$ cat config.mk
export PLATFORM = sky130hd
export DESIGN_NAME = sram_arbiter_flat
export DESIGN_NICKNAME = d
export VERILOG_FILES = /design/src/rtl/sram_arb_pkg.sv /design/src/rtl/sram_arbiter_if.sv /design/src/rtl/sram_access_seq.sv /design/src/rtl/sram_arbiter.sv /design/src/flat_wrapper.sv
export SDC_FILE = /design/constraint.sdc
export NUM_CORES = 1
export LEC_CHECK = 0
export CORE_UTILIZATION = 41
export CTS_CLUSTER_DIAMETER = 80
export DETAILED_ROUTE_END_ITERATION = 16
export PLACE_DENSITY_LB_ADDON = 0.1
export SYNTH_ARGS = -nofsm -noshare
export SYNTH_HDL_FRONTEND = slang
export SYNTH_SLANG_ARGS = --single-unit
$ cat constraint.sdc
create_clock -name clk -period 1.6 [get_ports clk]
set_input_delay 0.32 -clock clk [delete_from_list [all_inputs] [get_ports clk]]
set_output_delay 0.32 -clock clk [all_outputs]
set_load 0.1 [all_outputs]
$ cat src/rtl/sram_arb_pkg.sv
// Shared definitions for the SRAM arbiter slice.
//   - ADDR_W / DATA_W : external 256K x 8 SRAM geometry
//   - arb_state_t     : arbiter state (IDLE, CPU_ACC, AUX_ACC)
package sram_arb_pkg;

  localparam int ADDR_W = 18;
  localparam int DATA_W = 8;

  typedef enum logic [1:0] {
    IDLE    = 2'd0,
    CPU_ACC = 2'd1,
    AUX_ACC = 2'd2
  } arb_state_t;

endpackage

$ cat src/rtl/sram_arbiter_if.sv
// Bundle of the CPU port, the auxiliary requester port and the SRAM pad
// signals around sram_arbiter.
//   slave  : arbiter view (requests in, completions and SRAM strobes out)
//   master : environment view (requesters and the SRAM device)
interface sram_arbiter_if;
  import sram_arb_pkg::*;

  // CPU port: single-cycle request pulse, single-cycle done pulse
  logic              cpu_req;
  logic              cpu_we;
  logic [ADDR_W-1:0] cpu_addr;
  logic [DATA_W-1:0] cpu_wdata;
  logic [DATA_W-1:0] cpu_rdata;
  logic              cpu_done;

  // Auxiliary port: level request held until ack
  logic              aux_req;
  logic              aux_we;
  logic [ADDR_W-1:0] aux_addr;
  logic [DATA_W-1:0] aux_wdata;
  logic [DATA_W-1:0] aux_rdata;
  logic              aux_ack;

  // SRAM pads (strobes active-low)
  logic              ram_cs_b;
  logic              ram_oe_b;
  logic              ram_we_b;
  logic [ADDR_W-1:0] ram_addr;
  logic [DATA_W-1:0] ram_dout;
  logic              ram_dout_en;
  logic [DATA_W-1:0] ram_din;

  modport slave (
    input  cpu_req, cpu_we, cpu_addr, cpu_wdata,
    output cpu_rdata, cpu_done,
    input  aux_req, aux_we, aux_addr, aux_wdata,
    output aux_rdata, aux_ack,
    output ram_cs_b, ram_oe_b, ram_we_b, ram_addr, ram_dout, ram_dout_en,
    input  ram_din
  );

  modport master (
    output cpu_req, cpu_we, cpu_addr, cpu_wdata,
    input  cpu_rdata, cpu_done,
    output aux_req, aux_we, aux_addr, aux_wdata,
    input  aux_rdata, aux_ack,
    input  ram_cs_b, ram_oe_b, ram_we_b, ram_addr, ram_dout, ram_dout_en,
    output ram_din
  );

endinterface

$ cat src/rtl/sram_access_seq.sv
// Strobe sequencer for one SRAM access slot of ACCESS_CYCLES clocks.
//   clk, reset_n : clock, asynchronous active-low reset
//   start        : begin a slot (ignored while a slot is running)
//   we           : slot is a write
//   protect      : write slot that must not reach the SRAM
//   last         : high during the final clock of the slot (cnt == 0)
//   ram_cs_b, ram_oe_b, ram_we_b, ram_dout_en : registered pad controls
// A down-counter cnt runs ACCESS_CYCLES-1 .. 0; ram_we_b is low only for
// cnt in [ACCESS_CYCLES-2 .. 1], giving one clock of setup and one of hold.
module sram_access_seq #(
  parameter int ACCESS_CYCLES = 4
) (
  input  logic clk,
  input  logic reset_n,
  input  logic start,
  input  logic we,
  input  logic protect,
  output logic last,
  output logic ram_cs_b,
  output logic ram_oe_b,
  output logic ram_we_b,
  output logic ram_dout_en
);

  localparam int CNT_W = $clog2(ACCESS_CYCLES);

  logic [CNT_W-1:0] cnt;
  logic             active;
  logic             wr_live;   // write that actually drives the SRAM

  assign last = active && (cnt == '0);

  always_ff @(posedge clk or negedge reset_n) begin
    if (!reset_n) begin
      active      <= 1'b0;
      cnt         <= '0;
      wr_live     <= 1'b0;
      ram_cs_b    <= 1'b1;
      ram_oe_b    <= 1'b1;
      ram_we_b    <= 1'b1;
      ram_dout_en <= 1'b0;
    end else if (start && !active) begin
      active      <= 1'b1;
      cnt         <= CNT_W'(ACCESS_CYCLES - 1);
      wr_live     <= we && !protect;
      ram_cs_b    <= 1'b0;
      ram_oe_b    <= we;
      ram_we_b    <= 1'b1;               // setup clock
      ram_dout_en <= we && !protect;
    end else if (active) begin
      if (cnt == '0) begin
        active      <= 1'b0;
        ram_cs_b    <= 1'b1;
        ram_oe_b    <= 1'b1;
        ram_we_b    <= 1'b1;
        ram_dout_en <= 1'b0;
      end else begin
        cnt      <= cnt - CNT_W'(1);
        // next cnt lies in [1 .. ACCESS_CYCLES-2] exactly when cnt >= 2
        ram_we_b <= !(wr_live && (cnt >= CNT_W'(2)));
      end
    end
  end

endmodule

$ cat src/rtl/sram_arbiter.sv
// Arbiter sharing the external 256K x 8 asynchronous SRAM between the 6502
// CPU port and an auxiliary requester (bootstrap loader / DMA).
//   clk     : 100 MHz clock
//   reset_n : asynchronous active-low reset
//   bus     : sram_arbiter_if.slave (CPU port, aux port, SRAM pads)
// The CPU has strict, non-preemptive priority. A CPU request is captured
// into cpu_pending (last request wins) until it is granted.
// Optional feature: define SRAM_WRITE_PROTECT_EN to block CPU writes in
// [WP_BASE .. WP_LIMIT]; such writes still run a full slot and pulse
// cpu_done but never assert ram_we_b or ram_dout_en. Aux writes are never
// blocked.
module sram_arbiter
  import sram_arb_pkg::*;
#(
  parameter int              ACCESS_CYCLES = 4,
  parameter logic [ADDR_W-1:0] WP_BASE     = 18'h0C000,
  parameter logic [ADDR_W-1:0] WP_LIMIT    = 18'h0FFFF
) (
  input  logic           clk,
  input  logic           reset_n,
  sram_arbiter_if.slave  bus
);

  if (ACCESS_CYCLES < 3) begin : g_bad_cycles
    $error("sram_arbiter: ACCESS_CYCLES must be at least 3");
  end
  if (WP_BASE > WP_LIMIT) begin : g_bad_wp
    $error("sram_arbiter: WP_BASE must not exceed WP_LIMIT");
  end

  arb_state_t        state;
  logic              cpu_pending;
  logic              cpu_we_q;
  logic [ADDR_W-1:0] cpu_addr_q;
  logic [DATA_W-1:0] cpu_wdata_q;
  logic              acc_we;

  logic              sel_we;
  logic [ADDR_W-1:0] sel_addr;
  logic [DATA_W-1:0] sel_wdata;
  logic              grant_cpu;
  logic              grant_aux;
  logic              cpu_prot;
  logic              seq_last;

  // A request arriving in the grant cycle itself is used directly, so a
  // newer request always overrides the captured one.
  assign sel_we    = bus.cpu_req ? bus.cpu_we    : cpu_we_q;
  assign sel_addr  = bus.cpu_req ? bus.cpu_addr  : cpu_addr_q;
  assign sel_wdata = bus.cpu_req ? bus.cpu_wdata : cpu_wdata_q;

  assign grant_cpu = (state == IDLE) && (bus.cpu_req || cpu_pending);
  // aux_req is still high in its own ack cycle; it must not regrant then.
  assign grant_aux = (state == IDLE) && !grant_cpu && bus.aux_req && !bus.aux_ack;

`ifdef SRAM_WRITE_PROTECT_EN
  assign cpu_prot = sel_we && (sel_addr >= WP_BASE) && (sel_addr <= WP_LIMIT);
`else
  assign cpu_prot = 1'b0;
`endif

  sram_access_seq #(.ACCESS_CYCLES(ACCESS_CYCLES)) u_seq (
    .clk         (clk),
    .reset_n     (reset_n),
    .start       (grant_cpu || grant_aux),
    .we          (grant_cpu ? sel_we : bus.aux_we),
    .protect     (grant_cpu && cpu_prot),
    .last        (seq_last),
    .ram_cs_b    (bus.ram_cs_b),
    .ram_oe_b    (bus.ram_oe_b),
    .ram_we_b    (bus.ram_we_b),
    .ram_dout_en (bus.ram_dout_en)
  );

  always_ff @(posedge clk or negedge reset_n) begin
    if (!reset_n) begin
      state         <= IDLE;
      cpu_pending   <= 1'b0;
      cpu_we_q      <= 1'b0;
      cpu_addr_q    <= '0;
      cpu_wdata_q   <= '0;
      acc_we        <= 1'b0;
      bus.ram_addr  <= '0;
      bus.ram_dout  <= '0;
      bus.cpu_rdata <= '0;
      bus.aux_rdata <= '0;
      bus.cpu_done  <= 1'b0;
      bus.aux_ack   <= 1'b0;
    end else begin
      bus.cpu_done <= 1'b0;
      bus.aux_ack  <= 1'b0;

      if (bus.cpu_req) begin
        cpu_we_q    <= bus.cpu_we;
        cpu_addr_q  <= bus.cpu_addr;
        cpu_wdata_q <= bus.cpu_wdata;
      end
      if (grant_cpu) begin
        cpu_pending <= 1'b0;
      end else if (bus.cpu_req) begin
        cpu_pending <= 1'b1;
      end

      case (state)
        IDLE: begin
          if (grant_cpu) begin
            state        <= CPU_ACC;
            acc_we       <= sel_we;
            bus.ram_addr <= sel_addr;
            bus.ram_dout <= sel_wdata;
          end else if (grant_aux) begin
            state        <= AUX_ACC;
            acc_we       <= bus.aux_we;
            bus.ram_addr <= bus.aux_addr;
            bus.ram_dout <= bus.aux_wdata;
          end
        end
        CPU_ACC: begin
          if (seq_last) begin
            state        <= IDLE;
            bus.cpu_done <= 1'b1;
            if (!acc_we) bus.cpu_rdata <= bus.ram_din;
          end
        end
        AUX_ACC: begin
          if (seq_last) begin
            state       <= IDLE;
            bus.aux_ack <= 1'b1;
            if (!acc_we) bus.aux_rdata <= bus.ram_din;
          end
        end
        default: state <= IDLE;
      endcase
    end
  end

endmodule

$ cat src/flat_wrapper.sv
// flat-port wrapper written by rule: the top's interface ports become plain ports
module sram_arbiter_flat import sram_arb_pkg::*;
#(
  parameter int              ACCESS_CYCLES = 4,
  parameter logic [ADDR_W-1:0] WP_BASE     = 18'h0C000,
  parameter logic [ADDR_W-1:0] WP_LIMIT    = 18'h0FFFF
)
  (clk, reset_n, bus_cpu_req, bus_cpu_we, bus_cpu_addr, bus_cpu_wdata, bus_cpu_rdata, bus_cpu_done, bus_aux_req, bus_aux_we, bus_aux_addr, bus_aux_wdata, bus_aux_rdata, bus_aux_ack, bus_ram_cs_b, bus_ram_oe_b, bus_ram_we_b, bus_ram_addr, bus_ram_dout, bus_ram_dout_en, bus_ram_din);
  sram_arbiter_if bus_i ();
  input  logic clk;
  input  logic reset_n;
  input wire logic [$bits(bus_i.cpu_req)-1:0] bus_cpu_req;
  input wire logic [$bits(bus_i.cpu_we)-1:0] bus_cpu_we;
  input wire logic [$bits(bus_i.cpu_addr)-1:0] bus_cpu_addr;
  input wire logic [$bits(bus_i.cpu_wdata)-1:0] bus_cpu_wdata;
  output wire logic [$bits(bus_i.cpu_rdata)-1:0] bus_cpu_rdata;
  output wire logic [$bits(bus_i.cpu_done)-1:0] bus_cpu_done;
  input wire logic [$bits(bus_i.aux_req)-1:0] bus_aux_req;
  input wire logic [$bits(bus_i.aux_we)-1:0] bus_aux_we;
  input wire logic [$bits(bus_i.aux_addr)-1:0] bus_aux_addr;
  input wire logic [$bits(bus_i.aux_wdata)-1:0] bus_aux_wdata;
  output wire logic [$bits(bus_i.aux_rdata)-1:0] bus_aux_rdata;
  output wire logic [$bits(bus_i.aux_ack)-1:0] bus_aux_ack;
  output wire logic [$bits(bus_i.ram_cs_b)-1:0] bus_ram_cs_b;
  output wire logic [$bits(bus_i.ram_oe_b)-1:0] bus_ram_oe_b;
  output wire logic [$bits(bus_i.ram_we_b)-1:0] bus_ram_we_b;
  output wire logic [$bits(bus_i.ram_addr)-1:0] bus_ram_addr;
  output wire logic [$bits(bus_i.ram_dout)-1:0] bus_ram_dout;
  output wire logic [$bits(bus_i.ram_dout_en)-1:0] bus_ram_dout_en;
  input wire logic [$bits(bus_i.ram_din)-1:0] bus_ram_din;
  assign bus_i.cpu_req = bus_cpu_req;
  assign bus_i.cpu_we = bus_cpu_we;
  assign bus_i.cpu_addr = bus_cpu_addr;
  assign bus_i.cpu_wdata = bus_cpu_wdata;
  assign bus_cpu_rdata = bus_i.cpu_rdata;
  assign bus_cpu_done = bus_i.cpu_done;
  assign bus_i.aux_req = bus_aux_req;
  assign bus_i.aux_we = bus_aux_we;
  assign bus_i.aux_addr = bus_aux_addr;
  assign bus_i.aux_wdata = bus_aux_wdata;
  assign bus_aux_rdata = bus_i.aux_rdata;
  assign bus_aux_ack = bus_i.aux_ack;
  assign bus_ram_cs_b = bus_i.ram_cs_b;
  assign bus_ram_oe_b = bus_i.ram_oe_b;
  assign bus_ram_we_b = bus_i.ram_we_b;
  assign bus_ram_addr = bus_i.ram_addr;
  assign bus_ram_dout = bus_i.ram_dout;
  assign bus_ram_dout_en = bus_i.ram_dout_en;
  assign bus_i.ram_din = bus_ram_din;
  sram_arbiter #(.ACCESS_CYCLES(ACCESS_CYCLES), .WP_BASE(WP_BASE), .WP_LIMIT(WP_LIMIT)) u_core (.clk(clk), .reset_n(reset_n), .bus(bus_i));
endmodule
==> results of run 1 <==
[cells in the mapped netlist (2+ instances only)]
master	instances
dfrtp_1	80
a22oi_1	3
nand2_1	31
inv_1	5
ha_1	5
clkbuf_1	6
buf_4	4
mux2_1	31
and3_1	2
a21oi_1	4
o21ai_0	2
buf_2	5
o21ai_1	27
mux2_2	12
nand2b_1	3
nor2_1	12
dfstp_2	3
mux2i_1	26
[final timing paths]
check / from / endpoint / slack, ns / cells past startpoint
hold / removal: bus_cpu_req / u_core.cpu_pending / 0.38 / 3
setup / recovery: u_core.state[0] / u_core.bus.aux_rdata[1] / 0.08 / 6
setup reg to reg: u_core.state[0] / u_core.bus.aux_rdata[1] / 0.08 / 6
hold reg to reg: u_core.u_seq.wr_live / u_core.u_seq.ram_we_b / 0.46 / 1
max in group asynchronous: reset_n / u_core.bus.aux_ack / 0.63 / 3
min in group asynchronous: reset_n / u_core.bus.aux_rdata[2] / 0.45 / 2
[repair_timing]
item,4_1_cts,5_1_grt
setup endpoints to repair,29,42
pin swaps,0,1
setup buffers,1,0
resized for setup,3,8
hold endpoints to repair,24,0
hold buffers,1,0
[state kept, by name, summed over array words and instances (netlist names), 2 cells and up]
register              flops
u_core.cpu_addr_q        18
u_core.bus.aux_rdata      8
u_core.u_seq.cnt          2
u_core.bus.ram_dout       8
u_core.state              2
u_core.cpu_wdata_q        8
u_core.bus.cpu_rdata      8
u_core.bus.ram_addr      18
[cells by family (layout without fill, tap and decap cells)]
| kind of cell | after synthesis | count (layout) |
|---|---|---|
| DFF | 83 | 83 |
| muxes | 69 | 69 |
| and+or+nand+nor | 53 | 53 |
| AOI/OAI and AO/OA | 44 | 44 |
| buffers and inverters | 21 | 155 |
| adders and majority gates | 5 | 5 |
| xor gates and xnor gates | 1 | 1 |
[through the flow]
| step | TNS, ns | hold WS (ns) |
|---|---|---|
| 2_1_floorplan | 0 | 0.0244 |
| 3_5_place_dp | -4.39 | 0.287 |
| 4_1_cts | 0 | 0.353 |
| 6_report | 0 | 0.382 |
| 3_3_place_gp | -3.67 | 0.283 |
| 5_1_grt | 0 | 0.438 |
[layout make-up]
class | instances | area (µm²) | share of cell area [%]
inverter | 5 | 18.8 | 0.330
tap | 105 | 131 | 2.31
multi-input combinational | 172 | 1360 | 23.9
sequential | 83 | 2080 | 36.6
clock inverter | 5 | 108 | 1.89
timing repair buffer | 134 | 1840 | 32.3
clock buffer | 11 | 151 | 2.66
[routing by layer]
metal	GRT usage, %	vias to the layer above	wire, µm
met4	7.83	0	140
li1	-	1208	-
met5	0	-	0
met2	30.1	83	3640
met3	3.70	11	458
met1	23.8	1205	3410
[worst max-delay path, stage by stage (launching register included)]
cell and delay [ns]:
dfrtp_1 0.38, inv_2 0.07, ha_1 0.19, and3_1 0.18, nand2b_1 0.12, buf_12 0.14
mux2_1 0.33
==> metrics.yaml, run 1 <==
outcome: "completed"
grt_use_total_pct: 18.4
path_clk_slew_ns: 0.07
cp_max_fo: 8
setup-violations-final: 0
slew_headroom_pct: 72.3
syn_area_um2: 3510
utilization_pct: 68.9
grt_pass1_wl_mm: 12.5
yosys.cell_types.count: 33
die_h_um: 94.5
htreeDepth: 3
dp_hpwl_mm: 5.70
wirelength_mm: 7.65
layout.cells.non_filler: 515
crit_type: "flip-flop to flip-flop"
worstSetupStartpointType: "flip-flop"
rsz0062_at_grt: "no"
synth_flop_cell: "dfrtp_1"
nets: 476
clkSinkCount: 83
synth_top_family_by_area: "multiplexers"
yosys-top-cells-area: "dfrtp_1 57%, mux2_1 9.9%, mux2i_1 7.4%"
grt_pass1_vias: 2608
clockBufferDepth: 2
postPlaceCellArea_um2: 5370
clock-skew-final_ns: 0.0113
wl_per_cell_um: 14.8
worstPathArrival_ns: 1.74
clock_latency_ns: 0.35
cp-end-kind: "flip-flop"
syn_to_final_growth_pct: 62.2
max_cap_viol_count: 0
grt_max_degree: 31
io_buffers: 113
synth_top_area_cell: "dfrtp_1"
syn_inst: 276
final_common_cell: "dfrtp_1"
synth_compound_area_share_pct: 7.84
n_antenna_cell: 0
setup_ws_ns: 0.0805
fillers: 606
dpl_worst_slack_ns: -0.249
max_freq_mhz: 658
die_w_um: 94.5
drive_gt1_share_pct: 27.3
yosysWarnings: 0
numCtsBuffers: 9
hold_path_class: "primary input to flip-flop"
period_minus_slack_ns: 1.52
stdcell_area_um2: 5690
yosysSeqAreaShare_pct: 59.3
die-area_um2: 8930
dp.cells: 497
synth_top_area_share_pct: 57.0
start_util_pct: 42.5
final_cell_mix: "79 x dfrtp_1, 63 x clkdlybuf4s50_1, 53 x buf_12"
antenna_left: 0
vias_per_cell: 4.87
drcViolationCount: 0
routed-via-count: 2507
required_ns: 1.82
drt_iter0_drc: 63
root_buffer: "clkbuf_8"
worst_pin_slew_ns: 0.415
synthAdderAreaFrac_pct: 1.78
cts_tree: "done"
grt.overflow.total: 0
antenna_found_initial: 0
firstDrtPassIters: 4
hold_violations: 0
slew_violations: 0
ys_ff_latch: 83
gp_congestion: 0.750
syn_area_per_cell_um2: 12.7
synthSimpleGateAreaFrac_pct: 6.56
synth_mux_area_share_pct: 21.2
num_rows: 33
async_reset_ff_share_pct: 100
syn_nets: 347
post-route-period-util_pct: 95.0
synth-xor-area-share_pct: 0.250
core_um2: 8260
synth_enable_flop_cells: 0
ios: 114
Power of run 1 is left out: the tool's default activity adds up to more than one toggle a clock period on the data nets, which glitch-free logic cannot reach.
==> run 2, diff against run 1 <==
CORE_UTILIZATION = 30   (was 41)
==> run 2 against run 1 <==
Routed wire length is 3.3% higher. Clock skew is 0.0036 ns lower. Maximum frequency is 0.59% lower. Critical path depth stayed put. Sequential share of layout area is 0.55 points lower. Sequential cell count stayed put. Largest cell class unchanged. Non-clock buffer count is 1 higher. Core utilization is 18 points lower. Count of clock-buffer cells in the layout is 1 lower. Via count is 0.24% higher. Highest routed layer unchanged. Cell count is 7.4% higher. Design area is 1.5% higher.
==> metrics.yaml, run 2 (synthesis results as in run 1) <==
max_cap_viol_count: 0
setup-violations-final: 0
clockBufferDepth: 2
grt_use_total_pct: 14.3
drcViolationCount: 0
worstPathArrival_ns: 1.74
post-route-period-util_pct: 95.5
holdWs_ns: 0.408
worstPathCellList: "inv_1, ha_1, and3_1, nand2b_1, buf_12, mux2_1"
grt_pass1_vias: 2564
hold_violations: 0
crit_family: "flip-flops"
gp_congestion: 0.719
slowest_stage: "dfrtp_1"
rsz0062_at_grt: "no"
n_antenna_cell: 0
slew_violations: 0
slew_headroom_pct: 77.5
core_um2: 11400
nets: 477
clock-skew-final_ns: 0.00770
worstSetupStartpointType: "flip-flop"
dpl_worst_slack_ns: -0.197
clock_latency_ns: 0.33
final_cell_mix: "79 x dfrtp_1, 63 x clkdlybuf4s50_1, 55 x buf_12"
syn_to_final_growth_pct: 64.7
fillers: 1053
cp-end-kind: "flip-flop"
antenna_left: 0
die_h_um: 110
num_rows: 39
drt_iter0_drc: 52
final_common_cell: "dfrtp_1"
cp_max_fo: 8
antenna_found_initial: 0
reg.largest.list: "u_core.bus.ram_addr x18, u_core.cpu_addr_q x18"
start_util_pct: 30.7
drive_gt1_share_pct: 26.3
ios: 114
numCtsBuffers: 9
required_ns: 1.81
grt_pass1_wl_mm: 12.8
crit_type: "flip-flop to flip-flop"
wirelength_mm: 7.90
setup_ws_ns: 0.0715
postCtsSetupBuffers: 0
path_buf_inv: 2
worst_pin_slew_ns: 0.338
path_clk_slew_ns: 0.06
vias_per_cell: 4.54
wl_per_cell_um: 14.3
cts_tree: "done"
dp_hpwl_mm: 5.83
clkSinkCount: 83
htreeDepth: 3
period_minus_slack_ns: 1.53
routed-via-count: 2513
die-area_um2: 12100
outcome: "completed"
die_w_um: 110
grt_max_degree: 35
io_buffers: 113
root_buffer: "clkbuf_16"
max_stage_delay_ns: 0.37
hold_path_class: "primary input to async pin"
firstDrtPassIters: 4
postPlaceCellArea_um2: 5460
max_freq_mhz: 654
stdcell_area_um2: 5780
grt.overflow.total: 0
-- run 2: area by class of cell --
class / count / area (µm²) / area share (%)
Sequential cell: 83 / 2080 / 36.1
Tap cell: 143 / 179 / 3.10
Clock inverter: 5 / 55.1 / 0.953
Timing Repair Buffer: 135 / 1860 / 32.2
Multi-Input combinational cell: 172 / 1350 / 23.4
Clock buffer: 10 / 229 / 3.96
Inverter: 5 / 18.8 / 0.325
-- run 2: final timing paths --
path	from	end	slack (ns)	cells after the start
max reg2reg	u_core.state[1]	u_core.bus.cpu_rdata[4]	0.07	6
min reg2reg	u_core.u_seq.wr_live	u_core.u_seq.ram_we_b	0.42	1
max	u_core.state[1]	u_core.bus.cpu_rdata[4]	0.07	6
min	reset_n	u_core.bus.ram_addr[17]	0.41	2
max in group asynchronous	reset_n	u_core.u_seq.ram_we_b	0.66	3
min in group clk	u_core.u_seq.wr_live	u_core.u_seq.ram_we_b	0.42	1
-- run 2: metal layers --
layer  vias up  global-route usage, %  wire, µm
met5         -                      0         0
li1       1214                      -         -
met1      1216                   18.0      3380
met2        77                   22.8      3810
met3         6                   5.41       646
met4         0                   3.95        75
-- run 2: repair_timing --
action,in CTS,in global routing
endpoints found under the hold margin,14,0
gates resized for setup,0,5
hold buffers,1,0
endpoints found under the setup margin,0,46
-- run 2: worst reg2reg max path: cells and delay by family (launching register included) --
kind,cells,cell delay [ns]
adder cells (fa/ha/maj),1,0.19
buffers and inverters,2,0.23
flip-flops,1,0.37
multiplexers,1,0.32
AND/OR/NAND/NOR,2,0.29
-- run 2: stage by stage --
stage	std cells	util (%)	TNS (ns)
6_report	553	50.6	0
5_1_grt	553	50.6	0
4_1_cts	553	50.4	0
3_5_place_dp	537	47.8	-4.81
3_3_place_gp	537	47.8	-4.21
2_1_floorplan	276	-	0
Power of run 2 is left out for the same reason.
